===== config.mk =====
export PLATFORM = sky130hd
export DESIGN_NAME = ps2_host_tx
export DESIGN_NICKNAME = d
export VERILOG_FILES = /design/src/rtl/ps2_pkg.sv /design/src/rtl/ps2_line_filter.sv /design/src/rtl/ps2_host_tx.sv
export SDC_FILE = /design/constraint.sdc
export NUM_CORES = 1
export LEC_CHECK = 0
export CORE_AREA = 2 2 123 125
export CTS_CLUSTER_DIAMETER = 200
export DETAILED_ROUTE_END_ITERATION = 10
export DIE_AREA = 0 0 125 127
export PLACE_DENSITY_LB_ADDON = 0.3
export SETUP_SLACK_MARGIN = 0.05
export SYNTH_ARGS = -nofsm -noshare
export SYNTH_HDL_FRONTEND = slang
export SYNTH_SLANG_ARGS = --single-unit

===== constraint.sdc =====
create_clock -name clk_sys -period 3.7 [get_ports clk_sys]
set_input_delay 0.74 -clock clk_sys [delete_from_list [all_inputs] [get_ports clk_sys]]
set_output_delay 0.74 -clock clk_sys [all_outputs]
set_load 0.005 [all_outputs]

===== src/rtl/ps2_pkg.sv =====
// Shared types and constants for the PS/2 host transmit path.
// Also used by the keyboard receive path for command/response codes.
package ps2_pkg;

  typedef enum logic [2:0] {
    IDLE,
    INHIBIT,
    RTS,
    SEND,
    ACK,
    WAIT_IDLE
  } state_t;

  localparam logic [7:0] PS2_CMD_LEDS = 8'hED;
  localparam logic [7:0] PS2_ACK      = 8'hFA;
  localparam logic [7:0] PS2_RESEND   = 8'hFE;

  function automatic logic odd_parity(input logic [7:0] d);
    return ~^d;
  endfunction

endpackage


===== src/rtl/ps2_line_filter.sv =====
// 2-FF synchronizer plus stability filter for one PS/2 line.
// Level moves only after FILTER_LEN equal consecutive synced samples.
module ps2_line_filter
  import ps2_pkg::*;
#(
  parameter int unsigned FILTER_LEN = 8
) (
  input  logic clk_sys,
  input  logic reset,
  input  logic raw,
  output logic sync,
  output logic level,
  output logic fall,
  output logic rise
);

  localparam int unsigned CW = $clog2(FILTER_LEN + 1);
  localparam logic [CW-1:0] CMAX = CW'(FILTER_LEN - 1);

  logic meta;
  logic [CW-1:0] cnt;

  always_ff @(posedge clk_sys) begin
    if (reset) begin
      meta  <= 1'b1;
      sync  <= 1'b1;
      level <= 1'b1;
      cnt   <= '0;
      fall  <= 1'b0;
      rise  <= 1'b0;
    end else begin
      meta <= raw;
      sync <= meta;
      fall <= 1'b0;
      rise <= 1'b0;
      if (sync == level) begin
        cnt <= '0;
      end else if (cnt == CMAX) begin
        // sync has now differed for FILTER_LEN samples in a row
        cnt   <= '0;
        level <= sync;
        fall  <= ~sync;
        rise  <= sync;
      end else begin
        cnt <= cnt + 1'b1;
      end
    end
  end

endmodule


===== src/rtl/ps2_host_tx.sv =====
// PS/2 host-to-device byte transmitter driving open-drain clock/data.
// Reports device acknowledge as tx_done, missing ack or timeout as tx_error.
module ps2_host_tx
  import ps2_pkg::*;
#(
  parameter int unsigned INHIBIT_CYCLES = 9600,
  parameter int unsigned TIMEOUT_CYCLES = 1440000,
  parameter int unsigned FILTER_LEN     = 8
) (
  input  logic       clk_sys,
  input  logic       reset,
  input  logic [7:0] tx_data,
  input  logic       tx_valid,
  output logic       tx_ready,
  output logic       tx_done,
  output logic       tx_error,
  output logic       busy,
  input  logic       ps2_clk_in,
  input  logic       ps2_dat_in,
  output logic       ps2_clk_oe,
  output logic       ps2_dat_oe
);

  localparam int unsigned IW = $clog2(INHIBIT_CYCLES);
  localparam logic [IW-1:0] ILAST = IW'(INHIBIT_CYCLES - 2);
  localparam int unsigned TW = $clog2(TIMEOUT_CYCLES + 1);
  localparam logic [TW-1:0] TMAX = TW'(TIMEOUT_CYCLES);

  state_t        state, state_n;
  logic [8:0]    shift, shift_n;
  logic [3:0]    idx, idx_n;
  logic [IW-1:0] icnt, icnt_n;
  logic [TW-1:0] tcnt, tcnt_n;
  logic          clk_oe_n, dat_oe_n;
  logic          done_c, err_c;
  logic          abort, timeout;

  logic clk_sync, clk_level, clk_fall, clk_rise;
  logic dat_sync, dat_level, dat_fall, dat_rise;

  ps2_line_filter #(.FILTER_LEN(FILTER_LEN)) u_clk_filt (
    .clk_sys (clk_sys),
    .reset   (reset),
    .raw     (ps2_clk_in),
    .sync    (clk_sync),
    .level   (clk_level),
    .fall    (clk_fall),
    .rise    (clk_rise)
  );

  ps2_line_filter #(.FILTER_LEN(FILTER_LEN)) u_dat_filt (
    .clk_sys (clk_sys),
    .reset   (reset),
    .raw     (ps2_dat_in),
    .sync    (dat_sync),
    .level   (dat_level),
    .fall    (dat_fall),
    .rise    (dat_rise)
  );

  logic unused_ok;
  assign unused_ok = ^{clk_sync, clk_rise, dat_fall, dat_rise};

  assign tx_ready = (state == IDLE) & ~reset;
  assign busy     = (state != IDLE);
  assign tx_done  = done_c & ~reset;
  assign tx_error = err_c & ~reset;
  assign timeout  = (tcnt == TMAX);

  always_comb begin
    state_n  = state;
    shift_n  = shift;
    idx_n    = idx;
    icnt_n   = icnt;
    tcnt_n   = tcnt;
    clk_oe_n = ps2_clk_oe;
    dat_oe_n = ps2_dat_oe;
    done_c   = 1'b0;
    err_c    = 1'b0;
    abort    = 1'b0;
    unique case (state)
      IDLE: begin
        if (tx_valid) begin
          shift_n  = {odd_parity(tx_data), tx_data};
          idx_n    = '0;
          icnt_n   = '0;
          tcnt_n   = '0;
          clk_oe_n = 1'b1;
          dat_oe_n = 1'b0;
          state_n  = INHIBIT;
        end
      end
      INHIBIT: begin
        // last inhibit cycle is the RTS cycle, so clock is low INHIBIT_CYCLES
        if (icnt == ILAST) begin
          dat_oe_n = 1'b1;
          state_n  = RTS;
        end else begin
          icnt_n = icnt + 1'b1;
        end
      end
      RTS: begin
        if (timeout) begin
          abort = 1'b1;
        end else begin
          clk_oe_n = 1'b0;
          tcnt_n   = '0;
          idx_n    = '0;
          state_n  = SEND;
        end
      end
      SEND: begin
        if (timeout) begin
          abort = 1'b1;
        end else begin
          tcnt_n = tcnt + 1'b1;
          if (clk_fall) begin
            if (idx == 4'd9) begin
              dat_oe_n = 1'b0;
              state_n  = ACK;
            end else begin
              dat_oe_n = ~shift[0];
              shift_n  = {1'b0, shift[8:1]};
              idx_n    = idx + 4'd1;
            end
          end
        end
      end
      ACK: begin
        if (timeout) begin
          abort = 1'b1;
        end else begin
          tcnt_n = tcnt + 1'b1;
          if (clk_fall) begin
            if (dat_level) abort = 1'b1;
            else state_n = WAIT_IDLE;
          end
        end
      end
      WAIT_IDLE: begin
        if (timeout) begin
          abort = 1'b1;
        end else begin
          tcnt_n = tcnt + 1'b1;
          if (clk_level & dat_sync) begin
            done_c  = 1'b1;
            state_n = IDLE;
          end
        end
      end
      default: state_n = IDLE;
    endcase
    if (abort) begin
      err_c    = 1'b1;
      clk_oe_n = 1'b0;
      dat_oe_n = 1'b0;
      state_n  = IDLE;
    end
  end

  always_ff @(posedge clk_sys) begin
    if (reset) begin
      state      <= IDLE;
      shift      <= '0;
      idx        <= '0;
      icnt       <= '0;
      tcnt       <= '0;
      ps2_clk_oe <= 1'b0;
      ps2_dat_oe <= 1'b0;
    end else begin
      state      <= state_n;
      shift      <= shift_n;
      idx        <= idx_n;
      icnt       <= icnt_n;
      tcnt       <= tcnt_n;
      ps2_clk_oe <= clk_oe_n;
      ps2_dat_oe <= dat_oe_n;
    end
  end

endmodule


==> metrics.md <==
| Metric | Value |
|---|---|
| Status | finished, final reports clean |
| Synth top cells by count | dfxtp_1, nor2_1, nand2_1 |
| Die ar. | between 15000 and 20000 um^2 |
| RSZ-0062 raised after global routing | false |
| Core Util, Final | 0.2925 |
| Port bufs | 18 |
| Hold-fix buffers, CTS | 0 |
| Max IR drop VDD | ~0.00021 V |
| Final Hold Viols | 0 |
| Synth Instances | ~400 |
| Post-route setup slack | about 480 ps |
| Dpl cells | 597 |
| Antenna viol nets, final | 0 |
| CP endpoint kind | output pin |
| Initial antenna violation count | 0 |
| Register area share after synthesis | 0.3810 |
| Clock sinks | between 60 and 70 |
| Design area | 4219 um^2 |
| Starting Density | 0.2477 |
| Clock Path Buffers | 2 |
| PostCTS Resize Cnt | 0 |
| Final Setup Violations | 0 |
| Setup_tns | 0 ps |
| CTS tree | yes |
| Critical path peak fanout | 7 |
| Slew Viols, Final | 0 |
| Root buffer cell | clkbuf_16 |
| Overall Global Routing Usage | 0.1032 |
| First-pass GRT wire length | approximately 14 mm |
| Ranking of synthesized cells by area | dfxtp_1, nor2_1, xnor2_1 |
| H-tree Lvls | 3 |
| Share of cells above drive strength 1 | 0.1259 |
| CTS buffer count | 9 |
| Setup crit start kind | flop |
| Nets@finish | ~450 |
| Largest area contributor in the netlist | dfxtp_1 |
| Min Tclk post-route | roughly 3200 ps |
| Core area | ~14000 um^2 |
| Worst-Margin Slew | around 680 ps |
| Setup Fix Bufs, Post-CTS | 0 |
| Ys Warns | 0 |
| DR DRC count | 0 |
| Io pins | 19 |
| GP Congestion | 0.7965 |
| Area grow syn2layout | 18.07% |
| Routed WL | 7.835 mm |
| Iteration-0 DRC Markers | around 140 |
| Clock Skew | 7.524 ps |
| TritonRoute pass-1 iters | 4 |
| CP required | about 3000 ps |
| WL/cell | 12.78 um |
| Post-route insts no fill | just over 600 |
| Number of max-cap violations | 0 |
| Post-Syn Area | about 3600 um^2 |
| Slew margin rel. | 0.5469 |
| Min-Delay Path Class | reg -> reg |
| Synth async-reset ratio | 0 |
| Fmax achieved | between 300 and 400 MHz |
| Most frequent cell after synthesis | dfxtp_1 |
| Setup CP Type | reg -> out |
| Pleak | 1.409 nW |
| Die height | around 130 um |
| Flop and latch count out of synthesis | 68 |
| Clock Pin Slew Worst Setup and Hold Paths | approximately 60 ps |
| Residual overflow from global routing | 0 |
| DP HPWL | approximately 5.5 mm |
| Ant diodes | 0 |
| Die W | between 100 and 150 um |
| Pwr dens | approximately 470 nW/um^2 |
| Clk_lat worst skew | 330 ps |
| DR vias | between 2k and 3k |
| # rows | 44 |
| Avg Vias per Cell | 4.809 |
| Pre-CTS WS | between 600 and 700 ps |
| Area after DPL | roughly 4000 um^2 |
| Top-area cell type share of the netlist area | 0.3810 |
| Synth Flop Type | dfxtp_1 |
| CP arrival | 2480 ps |
| Largest net degree at the start of global routing | 22 |
| Vias in the first global route | 2861 |
| Synthesized Nets | 429 |
| EDFF count, synth | 0 |
| Syn avg cell area | roughly 8.8 um^2 |
| Synth unique cells | 69 |
| Final Cycle Share | 0.8690 |
-- flip-flops by register name, indices dropped and copies added, names as in the netlist --
| signal | flops |
|---|---|
| u_clk_filt.cnt | 4 |
| u_clk_filt.level | 1 |
| u_dat_filt.level | 1 |
| u_dat_filt.cnt | 4 |
| icnt | 14 |
| state | 3 |
| ps2_clk_oe | 1 |
| u_dat_filt.sync | 1 |
| u_clk_filt.meta | 1 |
| idx | 4 |
| u_dat_filt.meta | 1 |
| u_clk_filt.sync | 1 |
| tcnt | 21 |
| shift | 9 |
| ps2_dat_oe | 1 |
| u_clk_filt.fall | 1 |
-- kinds of logic (layout without fill, tap and decap cells) --
kind of cell | count (synthesis) | count (layout) | synth area share
muxes | 1 | 1 | 0.002801
buffers and inverters | 36 | 57 | 0.05147
AOI/OAI and AO/OA | 74 | 74 | 0.1625
DFF | 68 | 68 | 0.3810
and+or+nand+nor | 185 | 185 | 0.2840
adders and majority gates | 8 | 8 | 0.02801
xor gates and xnor gates | 36 | 36 | 0.09034
-- cell type report --
| type | instances | area [um^2] |
|---|---|---|
| multi-input combinational | 304 | 2028 |
| clock inverter | 5 | 58.81 |
| inverter | 18 | 70.07 |
| timing repair buffer | 23 | 217.7 |
| fill | 1559 | 10200 |
| tap | 184 | 230.2 |
| clock buffer | 11 | 252.7 |
| sequential | 68 | 1361 |
-- per-layer routing --
layer | GRT usage | routed length (um) | part of all wire
met5 | 0 | 0 | 0
met2 | 0.1669 | 3611 | 0.46
met1 | 0.1359 | 3859 | 0.49
met4 | 0.04183 | 131 | 0.017
met3 | 0.02010 | 232 | 0.030
-- where the power goes --
group / switching, W / leakage (nW) / internal, W
combinational: 0.000168 / 0.709 / 0.000123
sequential: 0.0000415 / 0.552 / 0.000767
clock: 0.000316 / 0.148 / 0.000559
total: 0.000526 / 1.41 / 0.00145
-- metrics by stage --
step / hold slack (ps) / total power (W)
6_report: 409.4 / 0.001976
5_1_grt: 422.2 / 0.002073
4_1_cts: 410.8 / 0.002005
3_5_place_dp: 396.4 / 0.001117
3_3_place_gp: 400.2 / 0.001108
2_1_floorplan: 389.5 / 0.001042
-- path summary, 6_finish.rpt --
path	from	end	slack [ps]	cells after the start
setup reg to reg	state[0]	shift[7]	1190	6
hold reg to reg	u_dat_filt.meta	u_dat_filt.sync	410	1
setup / recovery	tcnt[2]	tx_error	480	6
hold / removal	u_dat_filt.meta	u_dat_filt.sync	410	1
-- worst max-delay path: stages (launching register included) --
cell	delay, ps
dfxtp_1	360
or4_4	560
nor2_4	150
and3_4	250
o21ai_1	100
nor2_1	190
clkdlybuf4s50_1	540
-- cell usage in the layout, fill, tap and decap left out, types with 3 or more instances in the layout --
cell              n
nand3b_1          3
clkbuf_16         9
and4_1            4
o21ai_0           5
and3_1            3
nor4_1            5
clkdlybuf4s50_1  18
or4_1             5
nand2_1          42
o21ai_1           6
dfxtp_1          68
buf_4             5
o211ai_1          4
a211oi_1          5
nor2_1           52
a311oi_2          8
or3_1             4
nand3_1          20
nor3_1            4
xnor2_1          22
and3_4            3
ha_1              8
or2_2             6
xor2_1           13
nor2b_1           3
nand4_1          10
a31oi_1           4
a21oi_1          21
inv_1            17
No activity file was read; power rests on OpenSTA's default activity.
